<file path="config.mk">
export PLATFORM = sky130hd
export DESIGN_NAME = phaser_symbol_scheduler
export DESIGN_NICKNAME = d
export VERILOG_FILES = /design/src/rtl/phaser_symbol_scheduler.sv
export SDC_FILE = /design/constraint.sdc
export NUM_CORES = 1
export LEC_CHECK = 0
export BUFFER_PORTS_ARGS = -buffer_cell sky130_fd_sc_hd__buf_2
export CAP_MARGIN = 0
export CORE_UTILIZATION = 35
export CTS_CLUSTER_SIZE = 20
export DETAILED_ROUTE_END_ITERATION = 8
export MAX_ROUTING_LAYER = met4
export PLACE_DENSITY = 0.62
export SKIP_LAST_GASP = 1
export SLEW_MARGIN = 10
export SYNTH_ARGS = -nofsm -noshare
export SYNTH_HDL_FRONTEND = slang
export SYNTH_SLANG_ARGS = --single-unit
</file>
<file path="constraint.sdc">
create_clock -name clock -period 5.22 [get_ports clock]
set_input_delay 0 -clock clock [delete_from_list [all_inputs] [get_ports clock]]
set_output_delay 0 -clock clock [all_outputs]
set_load 0.02 [all_outputs]
</file>
<file path="src/rtl/phaser_symbol_scheduler.sv">
// Byte FIFO + symbol sequencer driving the 4-phase backscatter modulator.
// Optional preamble state is compiled in with `define PHASER_PREAMBLE_EN.
module phaser_symbol_scheduler #(
  parameter int unsigned SYMBOL_CYCLES    = 16,
  parameter int unsigned FIFO_DEPTH       = 4,
  parameter int unsigned PREAMBLE_SYMBOLS = 8,
  parameter int unsigned LEN_W            = 8
) (
  input  logic             clock,
  input  logic             reset,
  input  logic             start,
  input  logic [LEN_W-1:0] pkt_len,
  input  logic [7:0]       data_in,
  input  logic             data_valid,
  output logic             data_ready,
  output logic             trigger_signal,
  output logic [1:0]       state_input,
  output logic             busy,
  output logic             done,
  output logic             underrun
);

  localparam int unsigned AW = $clog2(FIFO_DEPTH);
  localparam int unsigned CW =
    (SYMBOL_CYCLES > 1) ? $clog2(SYMBOL_CYCLES) : 1;
  localparam logic [CW-1:0] CNT_LAST = CW'(SYMBOL_CYCLES - 1);
`ifdef PHASER_PREAMBLE_EN
  localparam int unsigned PW =
    (PREAMBLE_SYMBOLS > 1) ? $clog2(PREAMBLE_SYMBOLS) : 1;
  localparam logic [PW-1:0] PRE_LAST = PW'(PREAMBLE_SYMBOLS - 1);
`endif

  typedef enum logic [1:0] {
    S_IDLE = 2'd0,
`ifdef PHASER_PREAMBLE_EN
    S_PRE  = 2'd2,
`endif
    S_PAY  = 2'd1
  } state_t;

  logic [7:0]       r_mem [FIFO_DEPTH];
  logic [AW:0]      r_wp;
  logic [AW:0]      r_rp;
  logic             r_rdy;
  state_t           r_state;
  logic [CW-1:0]    r_cnt;
  logic [1:0]       r_sym;
  logic [7:0]       r_byte;
  logic [LEN_W-1:0] r_left;
  logic             r_done;
  logic             r_und;
`ifdef PHASER_PREAMBLE_EN
  logic [PW-1:0]    r_pre;
  logic [PW-1:0]    w_pre_n;
`endif

  logic [AW:0]      w_count;
  logic             w_full;
  logic             w_empty;
  logic             w_push;
  logic             w_pop;
  logic [7:0]       w_head;
  logic             w_sym_end;
  logic             w_bnd;
  logic [LEN_W-1:0] w_bnd_left;
  state_t           w_state_n;
  logic [CW-1:0]    w_cnt_n;
  logic [1:0]       w_sym_n;
  logic [7:0]       w_byte_n;
  logic [LEN_W-1:0] w_left_n;
  logic             w_done_n;
  logic             w_und_n;

  assign w_count   = r_wp - r_rp;
  assign w_full    = (w_count == (AW+1)'(FIFO_DEPTH));
  assign w_empty   = (r_wp == r_rp);
  assign w_push    = data_valid && data_ready;
  assign w_head    = r_mem[r_rp[AW-1:0]];
  assign w_sym_end = (r_cnt == CNT_LAST);

  always_ff @(posedge clock) begin
    if (w_push) begin
      r_mem[r_wp[AW-1:0]] <= data_in;
    end
  end

  always_ff @(posedge clock) begin
    if (!reset) begin
      r_wp  <= '0;
      r_rp  <= '0;
      r_rdy <= 1'b0;
    end else begin
      r_rdy <= 1'b1;
      if (w_push) r_wp <= r_wp + 1'b1;
      if (w_pop)  r_rp <= r_rp + 1'b1;
    end
  end

  // r_left counts bytes still to fetch after the one being sent
  always_comb begin
    w_state_n  = r_state;
    w_cnt_n    = r_cnt;
    w_sym_n    = r_sym;
    w_byte_n   = r_byte;
    w_left_n   = r_left;
    w_done_n   = 1'b0;
    w_und_n    = 1'b0;
    w_pop      = 1'b0;
    w_bnd      = 1'b0;
    w_bnd_left = r_left;
`ifdef PHASER_PREAMBLE_EN
    w_pre_n    = r_pre;
`endif
    unique case (r_state)
      S_IDLE: begin
        if (start) begin
          if (pkt_len == '0) begin
            w_done_n = 1'b1;
          end else begin
            w_cnt_n = '0;
`ifdef PHASER_PREAMBLE_EN
            w_state_n = S_PRE;
            w_pre_n   = '0;
            w_left_n  = pkt_len;
`else
            w_bnd      = 1'b1;
            w_bnd_left = pkt_len;
`endif
          end
        end
      end
`ifdef PHASER_PREAMBLE_EN
      S_PRE: begin
        if (w_sym_end) begin
          w_cnt_n = '0;
          if (r_pre == PRE_LAST) begin
            w_bnd = 1'b1;
          end else begin
            w_pre_n = r_pre + 1'b1;
          end
        end else begin
          w_cnt_n = r_cnt + 1'b1;
        end
      end
`endif
      S_PAY: begin
        if (w_sym_end) begin
          w_cnt_n = '0;
          if (r_sym == 2'd3) begin
            if (r_left == '0) begin
              w_done_n  = 1'b1;
              w_state_n = S_IDLE;
            end else begin
              w_bnd = 1'b1;
            end
          end else begin
            w_sym_n  = r_sym + 1'b1;
            w_byte_n = {r_byte[5:0], 2'b00};
          end
        end else begin
          w_cnt_n = r_cnt + 1'b1;
        end
      end
      default: w_state_n = S_IDLE;
    endcase
    if (w_bnd) begin
      if (w_empty) begin
        w_und_n   = 1'b1;
        w_state_n = S_IDLE;
      end else begin
        w_pop     = 1'b1;
        w_byte_n  = w_head;
        w_sym_n   = 2'd0;
        w_left_n  = w_bnd_left - 1'b1;
        w_state_n = S_PAY;
      end
    end
  end

  always_ff @(posedge clock) begin
    if (!reset) begin
      r_state <= S_IDLE;
      r_cnt   <= '0;
      r_sym   <= '0;
      r_byte  <= '0;
      r_left  <= '0;
      r_done  <= 1'b0;
      r_und   <= 1'b0;
`ifdef PHASER_PREAMBLE_EN
      r_pre   <= '0;
`endif
    end else begin
      r_state <= w_state_n;
      r_cnt   <= w_cnt_n;
      r_sym   <= w_sym_n;
      r_byte  <= w_byte_n;
      r_left  <= w_left_n;
      r_done  <= w_done_n;
      r_und   <= w_und_n;
`ifdef PHASER_PREAMBLE_EN
      r_pre   <= w_pre_n;
`endif
    end
  end

  always_comb begin
    state_input = 2'd0;
    if (r_state == S_PAY) begin
      state_input = r_byte[7:6];
    end
`ifdef PHASER_PREAMBLE_EN
    if (r_state == S_PRE) begin
      state_input = {r_pre[0], 1'b0};
    end
`endif
  end

  assign trigger_signal = (r_state != S_IDLE);
  assign busy           = (r_state != S_IDLE);
  assign done           = r_done;
  assign underrun       = r_und;
  assign data_ready     = r_rdy && !w_full;

endmodule

</file>
==> results of run 1 <==
## cells by family after synthesis
group / Yosys count / share of synthesized area (%)
AO/OA/AOI/OAI: 63 / 15.44
XOR/XNOR: 5 / 1.438
adder cells (fa/ha/maj): 9 / 3.696
buffers and inverters: 18 / 2.998
flip-flops: 66 / 53.88
multiplexers: 11 / 6.940
AND/OR/NAND/NOR: 96 / 15.61
## critical path, cell delays in order, from the launching register on
cell and delay (ns):
dfxtp_1 0.39, nor2b_1 0.73, o21ai_0 0.31, a21oi_1 0.49
a311oi_1 0.17, a311o_1 0.33
## area by class of cell
class	instances	area (µm²)
fill	780	4811
sequential	66	1642
multi-input combinational	184	1314
timing repair buffer	35	220.2
tap	105	131.4
clock buffer	9	123.9
clock inverter	7	76.32
inverter	6	22.52
## layer usage
| layer | part of all wire [%] | wire length (µm) | global-route usage, % | vias to the layer above |
|---|---|---|---|---|
| met2 | 48 | 2858 | 22.98 | 58 |
| met3 | 5.0 | 296 | 4.625 | 6 |
| met1 | 46 | 2751 | 17.97 | 1029 |
| met5 | 0 | 0 | - | - |
| li1 | - | - | - | 1077 |
| met4 | 0.92 | 55 | 5.682 | 0 |
## worst max path at each step
stage	startpoint	endpoint	slack [ns]	depth (start not counted)
after global placement	r_state[0]	r_left[7]	2.88	5
final	r_state[0]	r_left[7]	2.69	5
after global routing	r_state[0]	r_left[7]	2.48	5
after detailed placement	r_state[0]	r_left[7]	2.75	5
after floorplan	r_state[0]	r_left[2]	3.09	8
after CTS	r_state[0]	r_left[7]	2.72	5
## cells in the final DEF, fill, tap and decap left out, drive strengths merged, types with 2 or more instances in the layout
master       count
a22o             2
or3              3
buf             26
nor3             5
and3             3
clkinv           2
nor4             3
a31oi            3
o31ai            4
nor2b            2
a311oi           7
and2             4
nand2           23
or2              4
ha               9
or4              3
o211ai           2
o21ai           10
xnor2            3
mux4             8
edfxtp          32
a21o             2
mux2i            2
clkbuf           9
a22oi            5
dfxtp           34
and4             2
a21oi           18
nand3           15
o21a             3
dlygate4sd3      9
inv              9
nor2            26
xor2             2
## registers in the layout, summed over array words and instances (netlist names), named ones only
signal / cells
r_cnt: 4
r_state: 1
r_mem: 32
r_rp: 3
r_wp: 3
r_rdy: 1
r_byte: 8
r_sym: 2
underrun: 1
r_left: 8
done: 1
## power groups by stage
stage	logic, µW	clock network (µW)	registers [µW]
after floorplan	151	0	599
after global placement	182	0	610
after detailed placement	183	0	610
after CTS	190	446	598
after global routing	209	467	602
final	190	433	598
## through the flow
stage | instances | instance area (µm²) | util, % | setup WS [ns]
2_1_floorplan | 268 | 3047 | - | 3.088
5_1_grt | 412 | 3530 | 42.32 | 2.484
3_3_place_gp | 387 | 3239 | 38.84 | 2.879
3_5_place_dp | 387 | 3239 | 38.84 | 2.752
6_report | 412 | 3530 | 42.32 | 2.686
4_1_cts | 412 | 3530 | 42.32 | 2.721
==> impl_metrics.py, run 1 <==
metrics = {
    "status": {
        "status": "finished clean",
    },
    "global_routing": {
        "grt_usage_pct": 14.80,
        "grt_pass1_vias": 2029,
        "grt_overflow": 0,
        "grt_antenna_before_repair": 0,
        "grt_max_degree": 25,
        "grt_pass1_wl_um": 9715,
    },
    "clock_network": {
        "ctsHoldBuffers": 9,
        "clock_latency_ns": 0.34,
        "postCtsSetupRepairBufs": 0,
        "cts_tree": "yes",
        "cts_made_buffers": 9,
        "cts.clk_slew.worst_paths_ns": 0.07,
        "cts_resized": 0,
        "htree_levels": 3,
        "root_buffer": "clkbuf_8",
        "cts.sinks": 66,
        "max-clock-path-buffers": 2,
    },
    "hold_path": {
        "hp-start": "pkt_len[0]",
        "hp-class": "in -> reg",
        "hold_path_depth": 4,
        "min_to": "r_left[0]",
    },
    "logic_synthesis": {
        "ys_warn_count": 0,
        "async_flop_share_pct": 0,
        "yosys.cell_types.count": 52,
        "netlist_area_um2": 3047,
        "synth_seq_cells": 66,
        "synth-edff-count": 32,
        "ys_dominant_reg_cell": "dfxtp_1",
        "ys_top_cells_by_count": "dfxtp_1, edfxtp_1, nor2_1",
        "synth_top_area_share_pct": 31.54,
        "postSynthAreaPerCell_um2": 11.37,
        "synth_nets": 297,
        "ys_top_cells_by_area": "edfxtp_1, dfxtp_1, mux4_2",
        "synth-seq-area-share_pct": 53.88,
        "synth_area_leader_cell": "edfxtp_1",
        "synthCells": 268,
        "synth.most_common_cell": "dfxtp_1",
    },
    "floorplanning": {
        "dieArea_um2": 9082,
        "core.rowCount": 33,
        "core_region_area_um2": 8341,
        "io_pins": 27,
        "die_h_um": 95.30,
        "start_util_pct": 36.53,
        "die_w_um": 95.30,
    },
    "critical_path": {
        "worst_setup_path_end_kind": "flop",
        "cp.arrival_ns": 2.76,
        "r2r-start": "r_state[0]",
        "cp_max_fo": 15,
        "rr_worst_depth": 5,
        "rrSetupSlack_ns": 2.69,
        "critPathLaunchType": "flop",
        "r2r-end": "r_left[7]",
        "crit_required_ns": 5.45,
        "path_class": "reg -> reg",
    },
    "sta": {
        "slew_viol_final": 0,
        "hold_ws_ns": 0.03228,
        "skew_ns": 0.01038,
        "fin_setup_tns_ns": 0,
        "max_freq_mhz": 394.6,
        "relSlewSlack_pct": 39.99,
        "min_period_ns": 2.534,
        "period_share_pct": 48.55,
        "tightest_slew_ns": 0.8983,
        "rsz0062_at_grt": "false",
        "setup_viol": 0,
        "hold_violations": 0,
    },
    "power_and_ir_drop": {
        "ir_worst_vdd_mv": 0.2055,
        "p_int_uw": 880.6,
        "total_power_uw": 1220,
        "p_per_area_nw_per_um2": 345.7,
        "leakagePower_uw": 0.001243,
        "p_sw_uw": 339.5,
        "clkPwrFrac_pct": 35.5,
        "switching_share_pct": 27.83,
        "seqPwrFrac_pct": 49.0,
        "power_frac_comb_pct": 15.5,
    },
    "routing": {
        "drtIter0Drc": 106,
        "routedWlPerCell_um": 14.47,
        "wl_um": 5963,
        "drc": 0,
        "routed_via_density": 5.267,
        "ant_nets": 0,
        "vias": 2170,
        "dr.pass1.iters": 4,
    },
    "cells_and_area": {
        "drive_gt1_share_pct": 20.52,
        "n_antenna_cell": 0,
        "area_delta_synth_final_pct": 15.85,
        "nNetsFinal": 331,
    },
    "placed_design": {
        "io_buffer_count": 26,
        "dp_hpwl_um": 4058,
        "place_congestion": 0.8316,
    },
    "flow_run": {
        "cap_violations": 0,
    },
}
No activity file was read; power rests on OpenSTA's default activity.
==> run 2, diff against run 1 <==
PLACE_DENSITY = 0.63   (was 0.62)
clock period = 2.1 ns   (was 5.22 ns; I/O delays follow)
==> run 2 against run 1 <==
  * Clock power rose by 140%
  * Highest routed layer is now met3
  * Critical path type unchanged
  * Largest cell class unchanged
  * Sequential power up 150%
  * Largest power group unchanged
  * Routed wire length is 6.9% higher
  * Critical path depth up 2
  * Cell count grew 4.9%
  * Register-to-register slack worse by 2.6 ns
==> impl_metrics.py, run 2 (same netlist as run 1, synthesis figures left out) <==
metrics = {
    "status": {
        "status": "finished clean",
    },
    "sta": {
        "fin_setup_tns_ns": 0,
        "setup_viol": 0,
        "relSlewSlack_pct": 66.58,
        "period_share_pct": 96.81,
        "skew_ns": 0.007259,
        "max_freq_mhz": 491.9,
        "slew_viol_final": 0,
        "hold_violations": 0,
        "rsz0062_at_grt": "false",
        "min_period_ns": 2.033,
        "tightest_slew_ns": 0.4944,
    },
    "cells_and_area": {
        "area_delta_synth_final_pct": 23.33,
        "nNetsFinal": 351,
        "multi_input_area_um2": 1319,
        "nFillCells": 782,
        "drive_gt1_share_pct": 26.30,
        "largest_reg_flops": 32,
        "final_common_cell": "dfxtp_1",
        "n_antenna_cell": 0,
        "regArea_um2": 1643,
        "layout_common_cells": "dfxtp_1, edfxtp_1, nor2_1, buf_2, nand2_1",
    },
    "routing": {
        "dr.pass1.iters": 5,
        "vias": 2290,
        "routed_via_density": 5.301,
        "drtIter0Drc": 79,
        "drc": 0,
        "wl_um": 6373,
        "ant_nets": 0,
        "routedWlPerCell_um": 14.75,
    },
    "placed_design": {
        "io_buffer_count": 26,
        "dp_hpwl_um": 4350,
        "place_congestion": 0.8270,
    },
    "clock_network": {
        "cts_made_buffers": 9,
        "cts.clk_slew.worst_paths_ns": 0.08,
        "cts_tree": "yes",
        "clock_latency_ns": 0.34,
        "root_buffer": "clkbuf_8",
        "max-clock-path-buffers": 2,
        "htree_levels": 3,
        "cts.sinks": 66,
    },
    "floorplanning": {
        "core_region_area_um2": 8341,
        "io_pins": 27,
        "dieArea_um2": 9082,
        "die_h_um": 95.30,
        "die_w_um": 95.30,
        "core.rowCount": 33,
        "start_util_pct": 36.53,
    },
    "power_and_ir_drop": {
        "total_power_uw": 3106,
        "ir_worst_vdd_mv": 0.5901,
        "p_per_area_nw_per_um2": 826.6,
        "leakagePower_uw": 0.001368,
    },
    "critical_path": {
        "crit_required_ns": 2.36,
        "r2r-start": "r_left[0]",
        "cp.arrival_ns": 2.29,
        "path_class": "reg -> reg",
        "cp-endpoint": "r_byte[4]",
        "r2r-end": "r_byte[4]",
        "rrSetupSlack_ns": 0.07,
        "cp_max_fo": 7,
        "worst_setup_path_end_kind": "flop",
        "setup.worst_path.start": "r_left[0]",
        "critPathLaunchType": "flop",
        "rr_worst_depth": 7,
    },
    "global_routing": {
        "grt_antenna_before_repair": 0,
        "grt_overflow": 0,
        "grt_pass1_vias": 2213,
        "grt_usage_pct": 15.88,
        "grt_max_degree": 24,
        "grt_pass1_wl_um": 10450,
    },
    "hold_path": {
        "hold_path_depth": 4,
        "hp-class": "in -> reg",
    },
    "flow_run": {
        "cap_violations": 0,
    },
}
run 2: cell types whose count changed in the layout (fill, tap and decap cells not counted), sizes merged:
cell / previous run / this run
buf: 26 / 45
clkbuf: 9 / 10
run 2: what timing repair did:
action,in CTS,in global routing
resized for setup,0,6
setup buffers,0,3
setup endpoints to repair,0,10
hold buffers,9,0
hold endpoints to repair,33,0
run 2: worst min-delay path by stage:
stage / from / to / slack [ns]
after detailed placement: data_in[7] / r_mem[3][7] / 0.22
final: pkt_len[0] / r_left[0] / 0.03
after global placement: data_in[4] / r_mem[3][4] / 0.21
after floorplan: reset / r_rdy / 0.03
after CTS: pkt_len[0] / r_left[0] / 0.02
after global routing: pkt_len[0] / r_left[0] / 0.06
run 2: power by group:
| part | leakage [µW] | switching [µW] | internal, µW |
|---|---|---|---|
| sequential | 0.000568 | 51.2 | 1420 |
| clock | 0.0000983 | 505 | 558 |
| combinational | 0.000703 | 296 | 272 |
run 2: area by class of cell:
class,instances,share of cell area [%]
clock buffers,9,3.297
inverters,6,0.5994
well taps,105,3.497
flip-flops and latches,66,43.72
clock inverters,7,2.031
repair buffers,55,11.75
multi-input cells,184,35.10
run 2: metal layers:
| metal | track usage [%] | part of all wire, % |
|---|---|---|
| met5 | - | 0 |
| met1 | 19.00 | 46 |
| met2 | 25.71 | 49 |
| met3 | 5.183 | 5.6 |
| met4 | 4.167 | 0 |
run 2: critical path: stages (launching register included):
cell and delay, ns:
dfxtp_2 0.34, or4_4 0.54, o311a_4 0.36, o21ai_4 0.19, buf_12 0.14, buf_6 0.12, nor2_1 0.05, a311oi_2 0.22
run 2: stage by stage:
stage	hold WS (ns)	instance area [µm²]	cells	setup slack (ns)	utilization [%]
2_1_floorplan	0.02772	3048	268	0.04982	-
3_3_place_gp	0.2134	3410	403	0.08914	40.88
3_5_place_dp	0.2163	3410	403	0.05500	40.88
4_1_cts	0.02271	3700	428	0.02591	44.36
5_1_grt	0.05531	3757	432	0.01393	45.05
6_report	0.02968	3757	432	0.06708	45.05
